$ cat config.mk
export PLATFORM = sky130hd
export DESIGN_NAME = mem_stage_ctrl_flat
export DESIGN_NICKNAME = d
export VERILOG_FILES = /design/src/rtl/mem_stage_ctrl_if.sv /design/src/rtl/mem_stage_ctrl.sv /design/src/flat_wrapper.sv
export SDC_FILE = /design/constraint.sdc
export NUM_CORES = 1
export LEC_CHECK = 0
export BUFFER_PORTS_ARGS = -buffer_cell sky130_fd_sc_hd__buf_2
export CORE_ASPECT_RATIO = 1.75
export CORE_UTILIZATION = 50
export CTS_BUF_LIST = sky130_fd_sc_hd__clkbuf_16
export DETAILED_ROUTE_END_ITERATION = 10
export PLACE_DENSITY = 0.77
export SLEW_MARGIN = 20
export SYNTH_ARGS = -nofsm -noshare
export SYNTH_HDL_FRONTEND = slang
export SYNTH_SLANG_ARGS = --single-unit
export TNS_END_PERCENT = 1
$ cat constraint.sdc
create_clock -name clk -period 2.5 [get_ports clk]
set_input_delay 0.25 -clock clk [delete_from_list [all_inputs] [get_ports clk]]
set_output_delay 0.25 -clock clk [all_outputs]
set_load 0.02 [all_outputs]
$ cat src/rtl/mem_stage_ctrl_if.sv
// Data-memory request/acknowledge bus between the MEM-stage controller and the data memory.
interface mem_stage_ctrl_if #(
  parameter int ADDR_W = 32
);
  logic              dmem_req;
  logic              dmem_we;
  logic [ADDR_W-1:0] dmem_addr;
  logic [3:0]        dmem_be;
  logic [31:0]       dmem_wdata;
  logic [31:0]       dmem_rdata;
  logic              dmem_ack;

  modport master (
    output dmem_req, dmem_we, dmem_addr, dmem_be, dmem_wdata,
    input  dmem_rdata, dmem_ack
  );

  modport slave (
    input  dmem_req, dmem_we, dmem_addr, dmem_be, dmem_wdata,
    output dmem_rdata, dmem_ack
  );
endinterface

$ cat src/rtl/mem_stage_ctrl.sv
// MEM-stage controller: issues loads/stores over a req/ack bus, stalls while they are
// outstanding, aligns and extends load data and registers the MEM/WB outputs.
module mem_stage_ctrl #(
  parameter int ADDR_W  = 32,
  parameter int TIMEOUT = 15
) (
  input  logic              clk,
  input  logic              rst,
  input  logic [4:0]        dest,
  input  logic [1:0]        memwrite,
  input  logic [1:0]        memread,
  input  logic              memtoreg,
  input  logic [ADDR_W-1:0] alu_result,
  input  logic [31:0]       store_data,
  input  logic              ld_unsigned,
  mem_stage_ctrl_if.master  bus,
  output logic              mem_stall,
  output logic [4:0]        wb_dest,
  output logic [31:0]       wb_data,
  output logic              wb_memtoreg,
  output logic              wb_valid,
  output logic              mem_err
);
  localparam int CNT_W = (TIMEOUT < 2) ? 1 : $clog2(TIMEOUT);

  typedef enum logic [1:0] {IDLE, WAIT, DONE} state_t;

  state_t            state_reg;
  logic [CNT_W-1:0]  cnt_reg;
  logic [4:0]        dest_reg;
  logic              memtoreg_reg;
  logic [1:0]        lane_reg;
  logic [1:0]        size_reg;
  logic              unsigned_reg;
  logic [31:0]       alu_reg;
  logic [31:0]       rdata_reg;

  logic [31:0] alu_lo;
  logic        has_op, illegal, misaligned, start;
  logic [1:0]  size;
  logic [3:0]  be_next;
  logic [31:0] wdata_next;
  logic [7:0]  byte_sel;
  logic [15:0] half_sel;
  logic [31:0] load_data;
  logic [31:0] done_data;

  generate
    if (ADDR_W >= 32) begin : g_alu_wide
      assign alu_lo = alu_result[31:0];
    end else begin : g_alu_narrow
      assign alu_lo = {{(32-ADDR_W){1'b0}}, alu_result};
    end
  endgenerate

  // Only one of memwrite/memread is nonzero for a legal op, so OR-ing gives the size.
  assign has_op     = (memwrite != 2'b00) || (memread != 2'b00);
  assign illegal    = (memwrite != 2'b00) && (memread != 2'b00);
  assign size       = memwrite | memread;
  assign misaligned = ((size == 2'b10) && alu_result[0]) ||
                      ((size == 2'b11) && (alu_result[1:0] != 2'b00));
  assign start      = (state_reg == IDLE) && has_op && !illegal && !misaligned;
  assign mem_stall  = (state_reg == WAIT) || start;

  always_comb begin
    be_next    = 4'b1111;
    wdata_next = store_data;
    case (size)
      2'b01: begin
        be_next    = 4'b0001 << alu_result[1:0];
        wdata_next = {4{store_data[7:0]}};
      end
      2'b10: begin
        be_next    = alu_result[1] ? 4'b1100 : 4'b0011;
        wdata_next = {2{store_data[15:0]}};
      end
      default: begin
        be_next    = 4'b1111;
        wdata_next = store_data;
      end
    endcase
  end

  always_comb begin
    byte_sel  = rdata_reg[{lane_reg, 3'b000} +: 8];
    half_sel  = lane_reg[1] ? rdata_reg[31:16] : rdata_reg[15:0];
    load_data = rdata_reg;
    case (size_reg)
      2'b01:   load_data = unsigned_reg ? {24'h0, byte_sel} : {{24{byte_sel[7]}}, byte_sel};
      2'b10:   load_data = unsigned_reg ? {16'h0, half_sel} : {{16{half_sel[15]}}, half_sel};
      default: load_data = rdata_reg;
    endcase
    done_data = bus.dmem_we ? alu_reg : load_data;
  end

  always_ff @(posedge clk) begin
    if (rst) begin
      state_reg      <= IDLE;
      cnt_reg        <= '0;
      dest_reg       <= '0;
      memtoreg_reg   <= 1'b0;
      lane_reg       <= '0;
      size_reg       <= '0;
      unsigned_reg   <= 1'b0;
      alu_reg        <= '0;
      rdata_reg      <= '0;
      bus.dmem_req   <= 1'b0;
      bus.dmem_we    <= 1'b0;
      bus.dmem_addr  <= '0;
      bus.dmem_be    <= '0;
      bus.dmem_wdata <= '0;
      wb_dest        <= '0;
      wb_data        <= '0;
      wb_memtoreg    <= 1'b0;
      wb_valid       <= 1'b0;
      mem_err        <= 1'b0;
    end else begin
      mem_err <= 1'b0;
      case (state_reg)
        IDLE: begin
          if (!has_op) begin
            wb_dest     <= dest;
            wb_data     <= alu_lo;
            wb_memtoreg <= memtoreg;
            wb_valid    <= 1'b1;
          end else begin
            wb_dest     <= '0;
            wb_data     <= '0;
            wb_memtoreg <= 1'b0;
            wb_valid    <= 1'b0;
            if (illegal || misaligned) begin
              mem_err <= 1'b1;
            end else begin
              dest_reg       <= dest;
              memtoreg_reg   <= memtoreg;
              lane_reg       <= alu_result[1:0];
              size_reg       <= size;
              unsigned_reg   <= ld_unsigned;
              alu_reg        <= alu_lo;
              bus.dmem_req   <= 1'b1;
              bus.dmem_we    <= (memwrite != 2'b00);
              bus.dmem_addr  <= {alu_result[ADDR_W-1:2], 2'b00};
              bus.dmem_be    <= be_next;
              bus.dmem_wdata <= wdata_next;
              cnt_reg        <= '0;
              state_reg      <= WAIT;
            end
          end
        end
        WAIT: begin
          wb_dest     <= '0;
          wb_data     <= '0;
          wb_memtoreg <= 1'b0;
          wb_valid    <= 1'b0;
          if (bus.dmem_ack) begin
            bus.dmem_req <= 1'b0;
            rdata_reg    <= bus.dmem_rdata;
            state_reg    <= DONE;
          end else if (cnt_reg == CNT_W'(TIMEOUT - 1)) begin
            // Abort: the op stays in EX/MEM and is re-presented in IDLE.
            bus.dmem_req <= 1'b0;
            mem_err      <= 1'b1;
            state_reg    <= IDLE;
          end else begin
            cnt_reg <= cnt_reg + 1'b1;
          end
        end
        DONE: begin
          wb_dest     <= dest_reg;
          wb_data     <= done_data;
          wb_memtoreg <= memtoreg_reg;
          wb_valid    <= 1'b1;
          state_reg   <= IDLE;
        end
        default: state_reg <= IDLE;
      endcase
    end
  end
endmodule

$ cat src/flat_wrapper.sv
// flat-port wrapper written by rule: the top's interface ports become plain ports
module mem_stage_ctrl_flat 
#(
  parameter int ADDR_W  = 32,
  parameter int TIMEOUT = 15
)
  (clk, rst, dest, memwrite, memread, memtoreg, alu_result, store_data, ld_unsigned, mem_stall, wb_dest, wb_data, wb_memtoreg, wb_valid, mem_err, bus_dmem_req, bus_dmem_we, bus_dmem_addr, bus_dmem_be, bus_dmem_wdata, bus_dmem_rdata, bus_dmem_ack);
  mem_stage_ctrl_if #(.ADDR_W(ADDR_W)) bus_i ();
  input  logic clk;
  input  logic rst;
  input  logic [4:0] dest;
  input  logic [1:0] memwrite;
  input  logic [1:0] memread;
  input  logic memtoreg;
  input  logic [ADDR_W-1:0] alu_result;
  input  logic [31:0] store_data;
  input  logic ld_unsigned;
  output logic mem_stall;
  output logic [4:0] wb_dest;
  output logic [31:0] wb_data;
  output logic wb_memtoreg;
  output logic wb_valid;
  output logic mem_err;
  output wire logic [$bits(bus_i.dmem_req)-1:0] bus_dmem_req;
  output wire logic [$bits(bus_i.dmem_we)-1:0] bus_dmem_we;
  output wire logic [$bits(bus_i.dmem_addr)-1:0] bus_dmem_addr;
  output wire logic [$bits(bus_i.dmem_be)-1:0] bus_dmem_be;
  output wire logic [$bits(bus_i.dmem_wdata)-1:0] bus_dmem_wdata;
  input wire logic [$bits(bus_i.dmem_rdata)-1:0] bus_dmem_rdata;
  input wire logic [$bits(bus_i.dmem_ack)-1:0] bus_dmem_ack;
  assign bus_dmem_req = bus_i.dmem_req;
  assign bus_dmem_we = bus_i.dmem_we;
  assign bus_dmem_addr = bus_i.dmem_addr;
  assign bus_dmem_be = bus_i.dmem_be;
  assign bus_dmem_wdata = bus_i.dmem_wdata;
  assign bus_i.dmem_rdata = bus_dmem_rdata;
  assign bus_i.dmem_ack = bus_dmem_ack;
  mem_stage_ctrl #(.ADDR_W(ADDR_W), .TIMEOUT(TIMEOUT)) u_core (.clk(clk), .rst(rst), .dest(dest), .memwrite(memwrite), .memread(memread), .memtoreg(memtoreg), .alu_result(alu_result), .store_data(store_data), .ld_unsigned(ld_unsigned), .bus(bus_i), .mem_stall(mem_stall), .wb_dest(wb_dest), .wb_data(wb_data), .wb_memtoreg(wb_memtoreg), .wb_valid(wb_valid), .mem_err(mem_err));
endmodule
-- Word level (Yosys, flattened, before mapping)
Cells that the tools add are included.
Widths: inputs -> output; s select.
- logic and storage cells: 96
- input bits: 110
- output and inout port bits: 111
- bits in registers: 189
- bitwise logic cells: 2
- multiplexer cells: 36
- shifts and indexed selects: 2
- $add $sub $neg: 1
- reduce and logical (&&, ||, !) cells: 23
- equal/unequal tests: 13
- operators by type and width (operator ; count):
    $mux 32 ; 4
    $pmux 32 s2 ; 2
    $pmux 32 s3 ; 1
    $shiftx 32x6->8 ; 1
    $mux 4 ; 5
    $mux 16 ; 1
    $pmux 4 s2 ; 2
    $pmux 5 s3 ; 1
    $mux 1 ; 10
    $eq 2x2->1 const B ; 4
    $mux 2 ; 4
    $reduce_bool 2->1 ; 4
    $eq 2x1->1 const B ; 3
    $logic_and 1x1->1 ; 6
    $ne 2x2->1 const B ; 3
    $pmux 1 s3 ; 2
    $reduce_and 3->1 ; 2
    $mux 5 ; 1
    $reduce_and 5->1 ; 1
    $add 4x1->4 const B ; 1
    $eq 4x4->1 const B ; 1
    $logic_or 1x1->1 ; 4
    $pmux 1 s2 ; 2
    $pmux 2 s2 ; 1
    other kinds (10) ; 11

-- Depth between registers and ports, before layout
Gate-level depths: netlist of the first run.
- depth in word-level cells: 8
- mapped depth: 10
- depth with buffers taken out: 8

-- Least setup slack after synthesis of the first run
No wires, ideal clock.
- path type: input to output
- start: input memread[1]
- end: output mem_stall
- arrival time: 1.732 ns
- setup slack: 0.518 ns
- path buffers: 2
- stages on the path: 9
- cell sequence: nor2_1 inv_1 ha_1 o21a_1 a21oi_2 nand3_1 buf_2 clkbuf_1 nand2_1
- longest elaborated chain between the ends: 7
- elaborated cells between the ends (all ways): 15
- those cells by class: eq/ne (2); bitwise (1); reduce/logical (12)
- ends and longest elaborated chain (item ; RTL line ; RTL):
    start, declared ; flat_wrapper.sv:13 ; input logic [1:0] memread;
    $or 2x2->2 * ; mem_stage_ctrl.sv:59 ; assign size = memwrite | memread;
    named net u_core.size[1] ; mem_stage_ctrl.sv:40 ; logic [1:0] size;
    $eq 2x2->1, on equally long branches ; mem_stage_ctrl.sv:60, mem_stage_ctrl.sv:61 ;
    $logic_and 1x1->1, on equally long branches ; mem_stage_ctrl.sv:60, mem_stage_ctrl.sv:61 ;
    $logic_or 1x1->1 * ; mem_stage_ctrl.sv:60 ; assign misaligned = ((size == 2'b10) && alu_result[0]) ||
    $logic_not 1->1 * ; mem_stage_ctrl.sv:62 ; assign start = (state_reg == IDLE) && has_op && !illegal && !misaligned;
    $logic_and 1x1->1 * ; mem_stage_ctrl.sv:62 ;
    $logic_or 1x1->1 * ; mem_stage_ctrl.sv:63 ; assign mem_stall = (state_reg == WAIT) || start;
    end, declared ; flat_wrapper.sv:18 ; output logic mem_stall;
The timed path passes the listed nets; every way through them passes the cells marked *.

-- Final worst setup path of the first run
Ends and elaborated chain as after synthesis.

==> results.yml, run 1 <==
cts:
  clkTransAtPathRegs_ns: 0.06
  cts_resized: 0
  cts_tree: "done"
  root_buffer: "clkbuf_16"
  cts_made_buffers: 17
  ctsHoldBuffers: 0
  cts_setup_buffers: 0
  cts.path.max_buffers: 2
  clock_sinks: 157
  htree_levels: 4
  worstSkewPairLatency_ns: 0.42
die:
  rows: 60
  die_x_microns: 97.01
  dieHeight_microns: 168.3
  die_area_sq_mm: 0.01632
  io_pins: 221
  start_util_pct: 51.33
  core-area_sq_mm: 0.01539
sta:
  max_freq_mhz: 436.7
  setup_viol: 0
  period_needed_ns: 2.290
  tns_ns: 0
  hold_violations: 0
  finalCritPeriodShare_pct: 91.59
  worst_pin_slew_ns: 0.8466
  rsz0062_at_grt: "false"
  clock_skew_ns: 0.01027
  slew_headroom_pct: 43.56
  slew_violations: 0
power_and_ir_drop:
  vdd_drop_max_uv: 469.9
  power_switching_share_pct: 31.31
  pwr-share-seq_pct: 40.9
  p_leak_nw: 3.876
  powerDensity_mw_per_mm2: 734.6
  p_comb_share_pct: 22.1
  pwr-share-clk_pct: 37.1
  p_int_w: 0.004768
  p_switching_w: 0.002173
drt:
  vias_per_cell: 5.728
  drc_errors: 0
  drtPass1Iterations: 5
  drtAntennaViolNets: 0
  routed_wl_microns: 23760
  dr_total_vias: 7847
  wl_per_cell_microns: 17.34
  drtIter0Drc: 453
final_layout:
  final_common_cell: "nand2_1"
  fillers: 1447
  drive_gt1_share_pct: 26.71
  areaGrowthSynthToFinish_pct: 19.61
  regArea_sq_mm: 0.003143
  multi_input_area_sq_mm: 0.003904
  final_core_util_pct: 61.39
  final_cells: 1370
  design_area_sq_mm: 0.009448
  nets: 1293
  final_cell_mix: "nand2_1, buf_2, dfxtp_1"
worst_setup_path:
  critPathMaxFanout: 15
  worst_path_most_repeated_cell: "buf_2"
  crit_arrival_ns: 2.04
  critPathLaunchType: "input port"
  worstSetupPathType: "input port to primary output"
  crit_path_max_incr_delay_ns: 0.33
  cp_top_family: "simple AND/OR/NAND/NOR gates"
  crit_buf_inv: 3
  slowest_stage: "nand3_2"
  crit_path_end_kind: "primary output"
  path_cells: "buf_2 > nor2_1 > inv_1 > ha_1 > o21a_1 > a21oi_2 > nand3_2 > nand2_1 > buf_2"
  crit_required_ns: 2.25
synthesis:
  syn-cell-area_sq_mm: 0.007899
  synth_area_leader_cell: "dfxtp_1"
  syn-instance-count: 1020
  yosysWarningCount: 0
  seq_area_frac_synth_pct: 39.79
  synth-edff-count: 0
  async_reset_ff_share_pct: 0
  netlist.area_leader.share_pct: 39.79
  synth_area_leaders: "dfxtp_1, nand2_1, a21oi_1"
  syn_avg_cell_area_sq_um: 7.744
  synth_seq_cells: 157
  synth_cell_types: 59
  synthFlopType: "dfxtp_1"
placed_design:
  gp_congestion: 0.8509
  io_buffers: 218
  placedCellCount: 1338
  dp_hpwl_microns: 17300
  dpl_cell_area_sq_mm: 0.008864
global_route:
  grt_overflow: 0
  grt_pass1_vias: 7587
  grtUsageTotal_pct: 28.69
  antenna_found_initial: 2
  grt_max_degree: 79
  grt_pass1_wl_microns: 37380
hold_path:
  hp-class: "input port to register"
outcome:
  status: "complete, no violations"
run:
  max_cap_viol_count: 0
==> synthesized netlist by cell type, types with 5 or more instances <==
cell type,count
nor2b_1,7
ha_1,12
buf_2,19
inv_1,67
a221o_1,14
buf_1,7
nand2_1,223
nor2_1,42
nand3_1,36
a2111oi_2,7
o211ai_1,5
nand2b_1,18
mux2_2,7
nor3b_1,8
buf_4,38
a21oi_1,155
a221oi_2,10
a22o_1,5
nor3_1,19
a221oi_1,33
o21ai_0,14
dfxtp_1,157
clkbuf_1,49
a211oi_1,15
==> cells by family (layout without fill, tap and decap cells) <==
logic type,Yosys count,count (layout),share of synthesized area [%]
AOI/OAI and AO/OA,283,283,24.66
xor gates and xnor gates,1,1,0.1109
adders and majority gates,12,12,1.901
buffers and inverters,183,345,10.99
DFF,157,157,39.79
muxes,10,10,1.758
other,1,3,0.04748
and+or+nand+nor,373,373,20.74
==> area by class of cell <==
| type | count | share of cell area [%] |
|---|---|---|
| diodes | 1 | 0.02649 |
| flip-flops and latches | 157 | 33.27 |
| clock inverters | 14 | 1.655 |
| repair buffers | 246 | 14.06 |
| inverters | 68 | 2.702 |
| clock buffers | 17 | 4.503 |
| multi-input cells | 681 | 41.32 |
| well taps | 186 | 2.463 |
==> metrics by stage <==
| step | worst slack [ns] | power, W | hold slack (ns) |
|---|---|---|---|
| global placement | 0.2223 | 0.004381 | 0.4353 |
| finish | 0.2104 | 0.006941 | 0.06323 |
| floorplan | 0.5181 | 0.003921 | 0.3860 |
| global route | 0.05687 | 0.007221 | 0.06397 |
| detailed placement | 0.1624 | 0.004405 | 0.4418 |
| CTS | 0.2366 | 0.006962 | 0.05705 |
==> routing by layer <==
layer | track usage (%) | part of all wire [%] | wire [microns]
met3 | 6.808 | 6.7 | 1603
met4 | 20.83 | 6.3 | 1486
met1 | 28.31 | 35 | 8297
met5 | 0 | 0 | 0
met2 | 51.84 | 52 | 12370
==> power groups by stage <==
stage          Combinational (W)  Sequential [W]  Clock (W)
2_1_floorplan           0.000985         0.00294          0
4_1_cts                  0.00153         0.00283    0.00260
3_3_place_gp             0.00150         0.00288          0
3_5_place_dp             0.00152         0.00289          0
5_1_grt                  0.00167         0.00286    0.00270
6_report                 0.00153         0.00284    0.00257
==> tightest hold or removal path: stages <==
cell,delay [ns]
buf_2,0.09
nand2_1,0.04
a21oi_1,0.05
==> path summary, 6_finish.rpt <==
kind,from,to,slack (ns),depth (start not counted)
setup / recovery,memread[1],mem_stall,0.21,9
setup reg to reg,u_core.state_reg[0]$_SDFFE_PP0P_,u_core.wb_data[16]$_SDFFE_PP0P_,0.26,6
hold / removal,ld_unsigned,u_core.unsigned_reg$_SDFFE_PP0P_,0.06,3
hold reg to reg,u_core.bus.dmem_wdata[13]$_SDFFE_PP0P_,u_core.bus.dmem_wdata[13]$_SDFFE_PP0P_,0.45,2
(Power assumes the default switching activity.)
==> inputs of run 2 (changes only) <==
Settings changed: CAP_MARGIN set to 30, MAX_ROUTING_LAYER set to met4.
==> results.yml, run 2 (synthesis gave the netlist of run 1 again) <==
worst_setup_path:
  crit_path_end_kind: "primary output"
  path_cells: "buf_2 > nor2_1 > inv_1 > ha_1 > o21a_1 > a21oi_2 > nand3_2 > nand2_1 > buf_2"
  cp_top_family: "simple AND/OR/NAND/NOR gates"
  regToRegSetupSlack_ns: 0.28
  crit_buf_inv: 3
  crit_arrival_ns: 2.03
  slowest_stage: "nand3_2"
  crit_path_max_incr_delay_ns: 0.33
  crit_required_ns: 2.25
  worstSetupPathType: "input port to primary output"
  critPathLaunchType: "input port"
  worst_path_most_repeated_cell: "buf_2"
  critPathMaxFanout: 15
sta:
  finalCritPeriodShare_pct: 91.25
  period_needed_ns: 2.281
  tns_ns: 0
  layout_setup_ws_ns: 0.2186
  rsz0062_at_grt: "false"
  setup_viol: 0
  worst_pin_slew_ns: 0.8471
  hold_violations: 0
  slew_headroom_pct: 43.53
  clock_skew_ns: 0.01100
  slew_violations: 0
  hold_slack_ns: 0.06892
  max_freq_mhz: 438.3
final_layout:
  regArea_sq_mm: 0.003143
  design_area_sq_mm: 0.009450
  final_cell_mix: "nand2_1, buf_2, dfxtp_1"
  fillers: 1445
  multi_input_area_sq_mm: 0.003904
  nets: 1293
  areaGrowthSynthToFinish_pct: 19.64
  final_common_cell: "nand2_1"
  drive_gt1_share_pct: 26.71
die:
  core-area_sq_mm: 0.01539
  rows: 60
  dieHeight_microns: 168.3
  die_x_microns: 97.01
  die_area_sq_mm: 0.01632
  start_util_pct: 51.33
  io_pins: 221
cts:
  ctsHoldBuffers: 0
  cts_setup_buffers: 0
  cts_tree: "done"
  cts_made_buffers: 17
  clock_sinks: 157
  cts.path.max_buffers: 2
  worstSkewPairLatency_ns: 0.42
  cts_resized: 0
  root_buffer: "clkbuf_16"
  htree_levels: 4
  clkTransAtPathRegs_ns: 0.06
drt:
  drc_errors: 0
  drtIter0Drc: 456
  routed_wl_microns: 23730
  wl_per_cell_microns: 17.31
  drtAntennaViolNets: 0
  drtPass1Iterations: 5
  vias_per_cell: 5.735
  dr_total_vias: 7862
global_route:
  grt_overflow: 0
  grt-busiest-layer: "met2"
  grt_max_degree: 79
  use_met2_pct: 51.87
  antenna_found_initial: 2
  gr-usage-met3_pct: 5.729
  grt_pass1_wl_microns: 37340
  grtUsageTotal_pct: 29.53
  grt_pass1_vias: 7589
  gr-usage-met1_pct: 29.02
power_and_ir_drop:
  p_leak_nw: 3.876
  vdd_drop_max_uv: 468.2
  p_switching_w: 0.002170
  powerDensity_mw_per_mm2: 734.2
  p_comb_share_pct: 22.1
  power_switching_share_pct: 31.28
  p_int_w: 0.004768
  pwr-share-seq_pct: 40.9
  pwr-share-clk_pct: 37.0
placed_design:
  dp_hpwl_microns: 17300
  gp_congestion: 0.8643
  dpl_cell_area_sq_mm: 0.008864
  dp_slack_ns: 0.1624
  io_buffers: 218
outcome:
  status: "complete, no violations"
run:
  max_cap_viol_count: 0
hold_path:
  hp-class: "input port to register"
[run 2: cell count changes in the layout (fill, tap and decap cells not counted)]
cell     before  now
diode_2       1    2
[run 2: tightest hold or removal path, delay by kind of cell]
family / cells / cell delay, ns
compound gates: 1 / 0.05
buf+inv: 1 / 0.10
simple gates: 1 / 0.04
[run 2: final cells by class]
cell class                      count  share of cell area (%)
Inverter                           68                   2.701
Tap cell                          186                   2.463
Clock buffer                       17                   4.502
Timing Repair Buffer              246                   14.06
Multi-Input combinational cell    681                   41.31
Clock inverter                     14                   1.655
Antenna cell                        2                 0.05296
Sequential cell                   157                   33.26
[run 2: final timing paths]
path	start	endpoint	depth (start not counted)
max reg2reg	u_core.state_reg[0]$_SDFFE_PP0P_	u_core.wb_data[16]$_SDFFE_PP0P_	6
min	ld_unsigned	u_core.unsigned_reg$_SDFFE_PP0P_	3
min reg2reg	u_core.bus.dmem_wdata[13]$_SDFFE_PP0P_	u_core.bus.dmem_wdata[13]$_SDFFE_PP0P_	2
max	memread[1]	mem_stall	9
[run 2: through the flow]
step | utilization [%] | instances | power (W)
2_1_floorplan | - | 1021 | 0.003921
3_3_place_gp | 57.59 | 1338 | 0.004381
3_5_place_dp | 57.59 | 1338 | 0.004405
4_1_cts | 61.37 | 1369 | 0.006962
5_1_grt | 61.41 | 1371 | 0.007222
6_report | 61.41 | 1371 | 0.006938
[run 2: routing by layer]
metal	vias to the layer above	share of wire [%]
li1	3774	-
met1	3676	36
met2	319	52
met3	93	5.3
met4	0	6.5
met5	-	0
[run 2: power groups by stage]
stage          registers, W  clock network (W)  logic, W
3_5_place_dp        0.00289                  0   0.00152
4_1_cts             0.00283            0.00260   0.00153
2_1_floorplan       0.00294                  0  0.000985
6_report            0.00284            0.00257   0.00153
3_3_place_gp        0.00288                  0   0.00150
5_1_grt             0.00286            0.00270   0.00167
==> inputs of run 3 (changes only) <==
Settings changed: HOLD_SLACK_MARGIN set to 0.1, TNS_END_PERCENT 1 to not set.
==> results.yml, run 3 (synthesis gave the netlist of run 1 again) <==
sta:
  finalCritPeriodShare_pct: 90.83
  worst_pin_slew_ns: 0.8412
  setup_viol: 0
  tns_ns: 0
  hold_violations: 0
  rsz0062_at_grt: "false"
  period_needed_ns: 2.271
  slew_headroom_pct: 43.92
  slew_violations: 0
  clock_skew_ns: 0.01100
  max_freq_mhz: 440.4
placed_design:
  placedCellCount: 1338
  io_buffers: 218
  dp_hpwl_microns: 17300
  gp_congestion: 0.8643
outcome:
  status: "complete, no violations"
worst_setup_path:
  critPathLaunchType: "input port"
  crit_buf_inv: 3
  path_cells: "buf_2 > nor2_1 > inv_1 > ha_1 > o21a_1 > a21oi_2 > nand3_2 > nand2_1 > buf_2"
  slowest_stage: "nand3_2"
  crit_path_end_kind: "primary output"
  crit_required_ns: 2.25
  crit_path_max_incr_delay_ns: 0.32
  cp_top_family: "simple AND/OR/NAND/NOR gates"
  worst_path_most_repeated_cell: "buf_2"
  critPathMaxFanout: 15
  r2r_end: "u_core.wb_data[3]$_SDFFE_PP0P_"
  regToRegSetupSlack_ns: 0.25
  timing.rr.start: "u_core.state_reg[0]$_SDFFE_PP0P_"
  crit_arrival_ns: 2.02
  reg2regPathDepth: 6
  worstSetupPathType: "input port to primary output"
power_and_ir_drop:
  p_leak_nw: 4.135
  powerDensity_mw_per_mm2: 697.8
  vdd_drop_max_uv: 475.5
die:
  io_pins: 221
  die_x_microns: 97.01
  dieHeight_microns: 168.3
  rows: 60
  core-area_sq_mm: 0.01539
  die_area_sq_mm: 0.01632
  start_util_pct: 51.33
cts:
  cts_resized: 0
  clock_sinks: 157
  cts_setup_buffers: 0
  clkTransAtPathRegs_ns: 0.06
  worstSkewPairLatency_ns: 0.42
  cts.path.max_buffers: 2
  cts_made_buffers: 17
  htree_levels: 4
  cts_tree: "done"
  root_buffer: "clkbuf_16"
global_route:
  grt_pass1_vias: 8043
  antenna_found_initial: 0
  grt_max_degree: 79
  grtUsageTotal_pct: 30.56
  grt_pass1_wl_microns: 38750
  grt_overflow: 0
final_layout:
  num_antenna_cells: 0
  drive_gt1_share_pct: 25.38
  final_cells: 1431
  nets: 1355
  areaGrowthSynthToFinish_pct: 27.44
  final_cell_mix: "nand2_1, buf_2, dfxtp_1"
  final_common_cell: "nand2_1"
hold_path:
  hp-class: "input port to register"
  hp-start: "alu_result[22]"
  min_to: "u_core.alu_reg[22]$_SDFFE_PP0P_"
  hold_depth: 3
drt:
  drtPass1Iterations: 5
  dr_total_vias: 8191
  drtIter0Drc: 410
  wl_per_cell_microns: 17.28
  drc_errors: 0
  vias_per_cell: 5.724
  routed_wl_microns: 24730
  drtAntennaViolNets: 0
run:
  max_cap_viol_count: 0
==> run 3: timing repair <==
action / 4_1_cts / 5_1_grt
hold buffers: 62 / 0
endpoints found under the hold margin: 62 / 0
setup endpoints to repair: 0 / 0
==> run 3: final cells by class <==
cell class / count / area (sq um)
Fill cell: 1331 / 5324
Multi-Input combinational cell: 681 / 3904
Sequential cell: 157 / 3143
Timing Repair Buffer: 308 / 1949
Clock buffer: 17 / 425.4
Inverter: 68 / 255.2
Tap cell: 186 / 232.7
Clock inverter: 14 / 156.4
==> run 3: per-stage QoR <==
step	setup slack (ns)	cell area (sq um)	power (W)	hold WS [ns]	utilization [%]
final	0.2292	10070	0.007024	0.1171	65.41
after global routing	0.06240	10070	0.007308	0.1164	65.41
after CTS	0.2366	10070	0.007040	0.1020	65.41
after detailed placement	0.1624	8864	0.004405	0.4418	57.59
after global placement	0.2223	8864	0.004381	0.4353	57.59
after floorplan	0.5181	7903	0.003921	0.3860	-
==> run 3: how the worst max path moves through the flow <==
stage | start | endpoint | depth (start not counted)
2_1_floorplan | memread[1] | mem_stall | 9
3_3_place_gp | memread[1] | u_core.alu_reg[3]$_SDFFE_PP0P_ | 10
3_5_place_dp | memread[1] | u_core.alu_reg[2]$_SDFFE_PP0P_ | 10
4_1_cts | memread[1] | mem_stall | 9
5_1_grt | memread[1] | mem_stall | 9
6_report | memread[1] | mem_stall | 9
==> run 3: worst register-to-register path: cells and delay by family (launching register included) <==
family	cells	cell delay [ns]
buf+inv	2	0.45
fa+ha+maj	1	0.32
compound gates	2	0.36
flops	1	0.39
simple gates	1	0.64
==> run 3: per-layer routing <==
metal	share of wire (%)	up-vias	track usage [%]	wire, microns
met5	0	-	-	0
met4	7.0	0	22.65	1725
met3	5.5	107	4.400	1349
met2	51	403	53.21	12720
met1	36	3792	30.87	8937
li1	-	3889	-	-
==> run 3: where the power goes <==
group,switching (W),internal (W),leakage [nW],total (W)
registers,0.000148,0.00269,1.27,0.00284
logic,0.00103,0.000593,2.58,0.00162
clock network,0.00102,0.00155,0.280,0.00256
total,0.00219,0.00483,4.13,0.00702
